## src/rtl/johnson_seq_ctrl.sv

```systemverilog
// Johnson sequence controller.
// Runs a 4-bit Johnson counter for a requested number of full 8-state rounds,
// with pause, abort, a one-cycle completion pulse and a sticky illegal-state flag.
module johnson_seq_ctrl (
    input  logic       clk,
    input  logic       reset,
    input  logic       start,
    input  logic [7:0] num_rounds,
    input  logic       pause,
    input  logic       abort,
    output logic       busy,
    output logic       done,
    output logic [3:0] count,
    output logic [7:0] phase,
    output logic [7:0] round_cnt,
    output logic       err
);

    localparam logic [1:0] IDLE = 2'd0;
    localparam logic [1:0] RUN  = 2'd1;
    localparam logic [1:0] DONE = 2'd2;

    logic [1:0] state;
    logic [7:0] rounds_lat;
    logic [3:0] next_count;
    logic [7:0] next_round;
    logic       legal;

    assign busy       = (state == RUN);
    assign done       = (state == DONE);
    assign next_count = {~count[0], count[3:1]};
    assign next_round = round_cnt + 8'd1;
    assign legal      = (phase != 8'h00);

    // One-hot position of count within the Johnson ring; zero flags an illegal code
    always_comb begin
        phase = 8'h00;
        case (count)
            4'b0000: phase = 8'h01;
            4'b1000: phase = 8'h02;
            4'b1100: phase = 8'h04;
            4'b1110: phase = 8'h08;
            4'b1111: phase = 8'h10;
            4'b0111: phase = 8'h20;
            4'b0011: phase = 8'h40;
            4'b0001: phase = 8'h80;
            default: phase = 8'h00;
        endcase
    end

    // Sequencer: illegal-code recovery outranks everything but reset, then abort, pause, stepping
    always_ff @(posedge clk) begin
        if (reset) begin
            state      <= IDLE;
            count      <= 4'b0000;
            round_cnt  <= 8'd0;
            rounds_lat <= 8'd0;
            err        <= 1'b0;
        end else if (!legal) begin
            err   <= 1'b1;
            count <= 4'b0000;
            state <= IDLE;
        end else begin
            case (state)
                IDLE: begin
                    if (start) begin
                        err <= 1'b0;
                        if (num_rounds != 8'd0) begin
                            state      <= RUN;
                            rounds_lat <= num_rounds;
                            round_cnt  <= 8'd0;
                            count      <= 4'b0000;
                        end else begin
                            state <= DONE;
                        end
                    end
                end
                RUN: begin
                    if (abort) begin
                        state     <= IDLE;
                        count     <= 4'b0000;
                        round_cnt <= 8'd0;
                    end else if (!pause) begin
                        count <= next_count;
                        if (count == 4'b0001) begin
                            round_cnt <= next_round;
                            if (next_round == rounds_lat) begin
                                state <= DONE;
                            end
                        end
                    end
                end
                DONE: begin
                    state <= IDLE;
                end
                default: begin
                    state <= IDLE;
                end
            endcase
        end
    end

endmodule

```

## config.mk

```make
export PLATFORM = sky130hd
export DESIGN_NAME = johnson_seq_ctrl
export DESIGN_NICKNAME = d
export VERILOG_FILES = /design/src/rtl/johnson_seq_ctrl.sv
export SDC_FILE = /design/constraint.sdc
export NUM_CORES = 1
export LEC_CHECK = 0
export ABC_AREA = 1
export ABC_CLOCK_PERIOD_IN_PS = 1650
export CAP_MARGIN = 20
export CORE_MARGIN = 4
export CORE_UTILIZATION = 47
export CTS_BUF_LIST = sky130_fd_sc_hd__clkbuf_8
export CTS_CLUSTER_DIAMETER = 50
export CTS_CLUSTER_SIZE = 24
export DETAILED_ROUTE_END_ITERATION = 16
export PLACE_DENSITY = 0.82
export SYNTH_ARGS = -nofsm -noshare
export SYNTH_HDL_FRONTEND = slang
export SYNTH_SLANG_ARGS = --single-unit
export TNS_END_PERCENT = 10
```

## constraint.sdc

```tcl
create_clock -name clk -period 1.65 [get_ports clk]
set_clock_uncertainty 0.05 [all_clocks]
set_input_delay 0.2475 -clock clk [delete_from_list [all_inputs] [get_ports clk]]
set_output_delay 0.2475 -clock clk [all_outputs]
set_load 0.005 [all_outputs]
```

Word-level counts from Yosys, hierarchy flattened:

Memories as Yosys holds them, arrays and structs flattened. A register that Yosys moved wholly into a read port is not among the register bits.
Cells that the tools add are included.

* ROM bits: 128
* bits of input ports: 13
* memories kept: 1
* logic and storage cells: 53
* register bits: 23

* eq/ne operators: 11
* reduce and logical (&&, ||, !) cells: 10
* muxes and demuxes: 23
* add/subtract/negate cells: 1
* bitwise operators: 2

Memories
* (no name shown): words 16, bits a word 8, rd ports 1, clocked after Yosys merged registers in 1, wr ports 0, RTL line 38 `case (count)`

Operators by type and width (count)
* $mux 8: 5
* $mux 4: 6
* $pmux 8 s2: 1
* $reduce_bool 8->1: 2
* $mux 2: 6
* $reduce_and 4->1: 3
* $add 8x1->8 const B: 1
* $eq 8x8->1: 1
* $pmux 4 s2: 1
* $ne 2x2->1 const B: 3
* $ne 3x2->1 const B: 2
* $reduce_and 6->1: 1
* $eq 4x1->1 const B: 1
* $pmux 2 s2: 1
* $mux 1: 3
* $ne 3x3->1 const B: 1
* $eq 2x1->1 const B: 1
* $eq 2x2->1 const B: 1
* $logic_not 2->1: 1
* $ne 2x1->1 const B: 1
* $not 1->1: 2
* $reduce_and 2->1: 1
* $reduce_bool 2->1: 1
* $reduce_or 2->1: 1

Logic depth before layout (Yosys ltp):

* word-level depth: 7
* depth in mapped cells: 13
* depth with buffers taken out: 13

Worst setup path before layout:

Ideal clock, no wire load.

* path kind: register to register
* start point: register round_cnt[0]
* end point: register state[0]
* path slack: 0.065 ns
* required time: 1.491 ns
* clock period less this slack: 1.585 ns
* setup time: 0.109 ns
* stages on the path, launching flop included: 11
* arrival time: 1.426 ns
* cell sequence: dfxtp_1 -> ha_1 -> nand3_1 -> o21ai_0 -> a21boi_0 -> nor2_1 -> nand3_1 -> nand2_1 -> nand3_1 -> nand2_1 -> inv_1

* cells in the longest elaborated chain, start to end: 4

RTL lines
* start, declared: RTL line 15 `output logic [7:0] round_cnt,`
* start signal, assigned: RTL line 86 `round_cnt <= next_round;`
* $add 8x1->8: RTL line 32 `assign next_round = round_cnt + 8'd1;`
* $eq 8x8->1: RTL line 87 `if (next_round == rounds_lat) begin`
* $ne 3x2->1 (no source line)
* $reduce_and 4->1 (no source line)
* end signal, assigned: RTL line 88 `state <= DONE;`
* end signal, assigned: RTL line 94 `state <= IDLE;`
* end signal, assigned: RTL line 97 `state <= IDLE;`
* end, declared: RTL line 23 `logic [1:0] state;`

Every way passes these cells.
A chain may end at the register's enable or synchronous reset.

Worst setup path after layout:

* start point: input num_rounds[7]
* end point: register round_cnt[0]

* cells in the longest elaborated chain, start to end: 3

RTL lines
* start, declared: RTL line 8 `input logic [7:0] num_rounds,`
* $reduce_bool 8->1: RTL line 68 `if (num_rounds != 8'd0) begin`
* $ne 2x2->1 (no source line)
* $reduce_and 6->1 (no source line)

Every way passes these cells.

==> impl_metrics.ini <==
[cts]
clk_latency_ns = 0.29
cts.sinks = 31
clockBufferDepth = 2
clkSlewWorstSetupHoldPaths_ns = 0.07
cts_tree = yes
h-tree-depth = 2
cts-root-buf = clkbuf_8
numCtsBuffers = 5

[yosys]
yosysTopAreaCell = dfxtp_1
synth_ff_type = dfxtp_1
yosys-top-cells-area = dfxtp_1 38%, nand2_1 13%, nor2_1 8.4%
async_reset_ff_share_pct = 0
ys_seq_elements = 31
synth-edff-count = 0
syn_area_um2 = 1610
synth-seq-area-share_pct = 38.4
yosys.area.top_type_share_pct = 38.4
netlist-cell-type-count = 29
avgSynthCellArea_um2 = 6.75
yosysWarnings = 0
synth_cells = 239
yosysMostFrequentCell = nand2_1
synthTopCellsByCount = 54 x nand2_1, 36 x nor2_1, 31 x dfxtp_1, 31 x inv_1, 24 x nand3_1
postSynthNetCount = 253

[sta]
report.final.slew_viol_count = 0
fin_ws_ns = -0.0588
final.min_clock_period_ns = 1.71
timing.hold.ws_ns = 0.209
hold_violations = 0
relSlewSlack_pct = 74.9
max_freq_ghz = 0.585
finalCritPeriodShare_pct = 104
rsz0062_at_grt = yes
worst_pin_slew_ns = 0.375
finalSetupViolCount = 14

[job]
drv_cap = 0

[power_and_ir_drop]
swShare_pct = 39.0
internal_power_mw = 2.48
p_seq_share_pct = 27.7
clock_power_share_pct = 19.2
power.leakage_nw = 1.14
ir_drop_mv = 1.16
pwr-share-comb_pct = 53.0
power.density_nw_per_um2 = 1590
switching_power_mw = 1.58

[worst_setup_path]
start_kind = input port
arrival_ns = 1.85
critical_path.max_stage_delay_ns = 0.51
crit_family = simple AND/OR/NAND/NOR gates
crit_buf_inv = 2
crit_type = in -> reg
path_depth = 10
cp-end-kind = register
critPathSlowestCell = clkdlybuf4s50_1
path_cells = clkdlybuf4s50_1 -> nor2_1 -> nand2_1 -> nor2_2 -> nand2_2 -> nand3_4 -> nor3_4 -> buf_4 -> o21ai_0 -> o211a_1
rr_worst_depth = 12
cp_max_fo = 6
worstPathRequired_ns = 1.79

[floorplanning]
num_rows = 21
die_y_um = 66.6
coreArea_um2 = 3340
die_x_um = 66.6
ioPinCount = 36
dieArea_um2 = 4440
start_util_pct = 48.4

[placement]
gp_congestion = 0.883
hpwl_um = 3200
io_buffers = 35
place_ws_ns = -0.392

[worst_hold_path]
min_path_cells = 3
hp-class = in -> reg

[grt]
grt_pass1_wl_um = 7230
grt_max_degree = 13
gr-total-overflow = 0
grt_pass1_vias = 1726
antenna_found_initial = 0
grt.total_usage_pct = 21.1

[detailed_routing]
drt_wl_total_um = 4640
drtPass1Iterations = 4
vias_per_cell = 5.04
drtIter0Drc = 70
num_vias = 1811
wl_per_cell_um = 12.9
drc_errors = 0
ant_nets = 0

[cells_and_area]
nNetsFinal = 326
register_area_um2 = 628
multi_input_area_um2 = 985
drive_gt1_share_pct = 30.7
syn_to_final_growth_pct = 57.9
fillCellCount = 240
antennaDiodeCount = 0

[outcome]
violations = setup timing
status = complete, but fails checks
==> registers in the layout (all words and copies together), names as in the netlist <==
| register | count |
|---|---|
| count | 4 |
| state | 2 |
| round_cnt | 8 |
| phase | 8 |
| err | 1 |
| rounds_lat | 8 |
==> cells in the final DEF (no fill, tap or decap), types with 7 or more instances in the layout <==
master           netlist  layout
nand2_2                2      12
o21ai_0               13       9
nor2_1                36      27
nor2_2                 1       8
clkdlybuf4s50_1        0      33
inv_2                  4       7
dfxtp_1               31      29
nand2_1               54      42
a21oi_1               18      18
nand3_2                0       8
buf_4                  0      32
nand3_1               24      16
inv_1                 31      27
==> through the flow <==
step | power, mW | area, um2 | utilization [%] | setup TNS, ns | cells
after CTS | 3.84 | 2390 | 71.5 | -0.0167 | 356
final | 4.06 | 2550 | 76.4 | -0.336 | 359
after floorplan | 2.17 | 1610 | - | 0 | 239
after global routing | 4.36 | 2550 | 76.4 | -2.40 | 359
after global placement | 2.95 | 2240 | 67.1 | -6.25 | 347
after detailed placement | 3.00 | 2240 | 67.1 | -7.22 | 347
==> logic make-up after synthesis <==
| kind of cell | synth area share (%) |
|---|---|
| compound gates | 13.9 |
| xor+xnor | 1.09 |
| fa+ha+maj | 0.775 |
| buf+inv | 9.38 |
| flops | 38.4 |
| simple gates | 36.4 |
==> routing by layer <==
layer / vias up / GRT usage (%) / routed length [um]
met5: - / 0 / 0
met4: 0 / 8.88 / 123
met3: 16 / 6.07 / 239
met2: 63 / 37.1 / 2440
met1: 820 / 23.4 / 1840
li1: 912 / - / -
==> cell type report <==
cell class	count	area share, %
clock buffers	6	3.24
clock inverters	2	1.37
inverters	35	5.25
multi-input cells	170	38.6
flip-flops and latches	31	24.6
well taps	46	2.26
repair buffers	69	24.6
==> tightest hold or removal path, cell delays in order <==
cell	delay, ns
dlymetal6s2s_1	0.11
nor2_1	0.06
nor2_1	0.09
==> power groups by stage <==
stage / clock network (mW) / logic [mW] / registers, mW
after floorplan: 0 / 1.02 / 1.15
after global placement: 0 / 1.83 / 1.12
after detailed placement: 0 / 1.87 / 1.12
after CTS: 0.783 / 1.93 / 1.13
after global routing: 0.817 / 2.39 / 1.16
final: 0.781 / 2.15 / 1.13
==> timing repair <==
action | 4_1_cts | 5_1_grt
hold buffers | 0 | 0
setup buffers | 1 | 3
gates resized for setup | 9 | 45
endpoints found under the setup margin | 17 | 26
pin swaps | 2 | 21
==> path summary, 6_finish.rpt <==
path / slack [ns] / start / end
setup reg to reg: 0.01 / round_cnt[1] / state[0]
setup / recovery: -0.06 / num_rounds[7] / round_cnt[0]
hold / removal: 0.21 / num_rounds[0] / rounds_lat[0]
hold reg to reg: 0.42 / rounds_lat[4] / rounds_lat[4]
(Power assumes the default switching activity.)
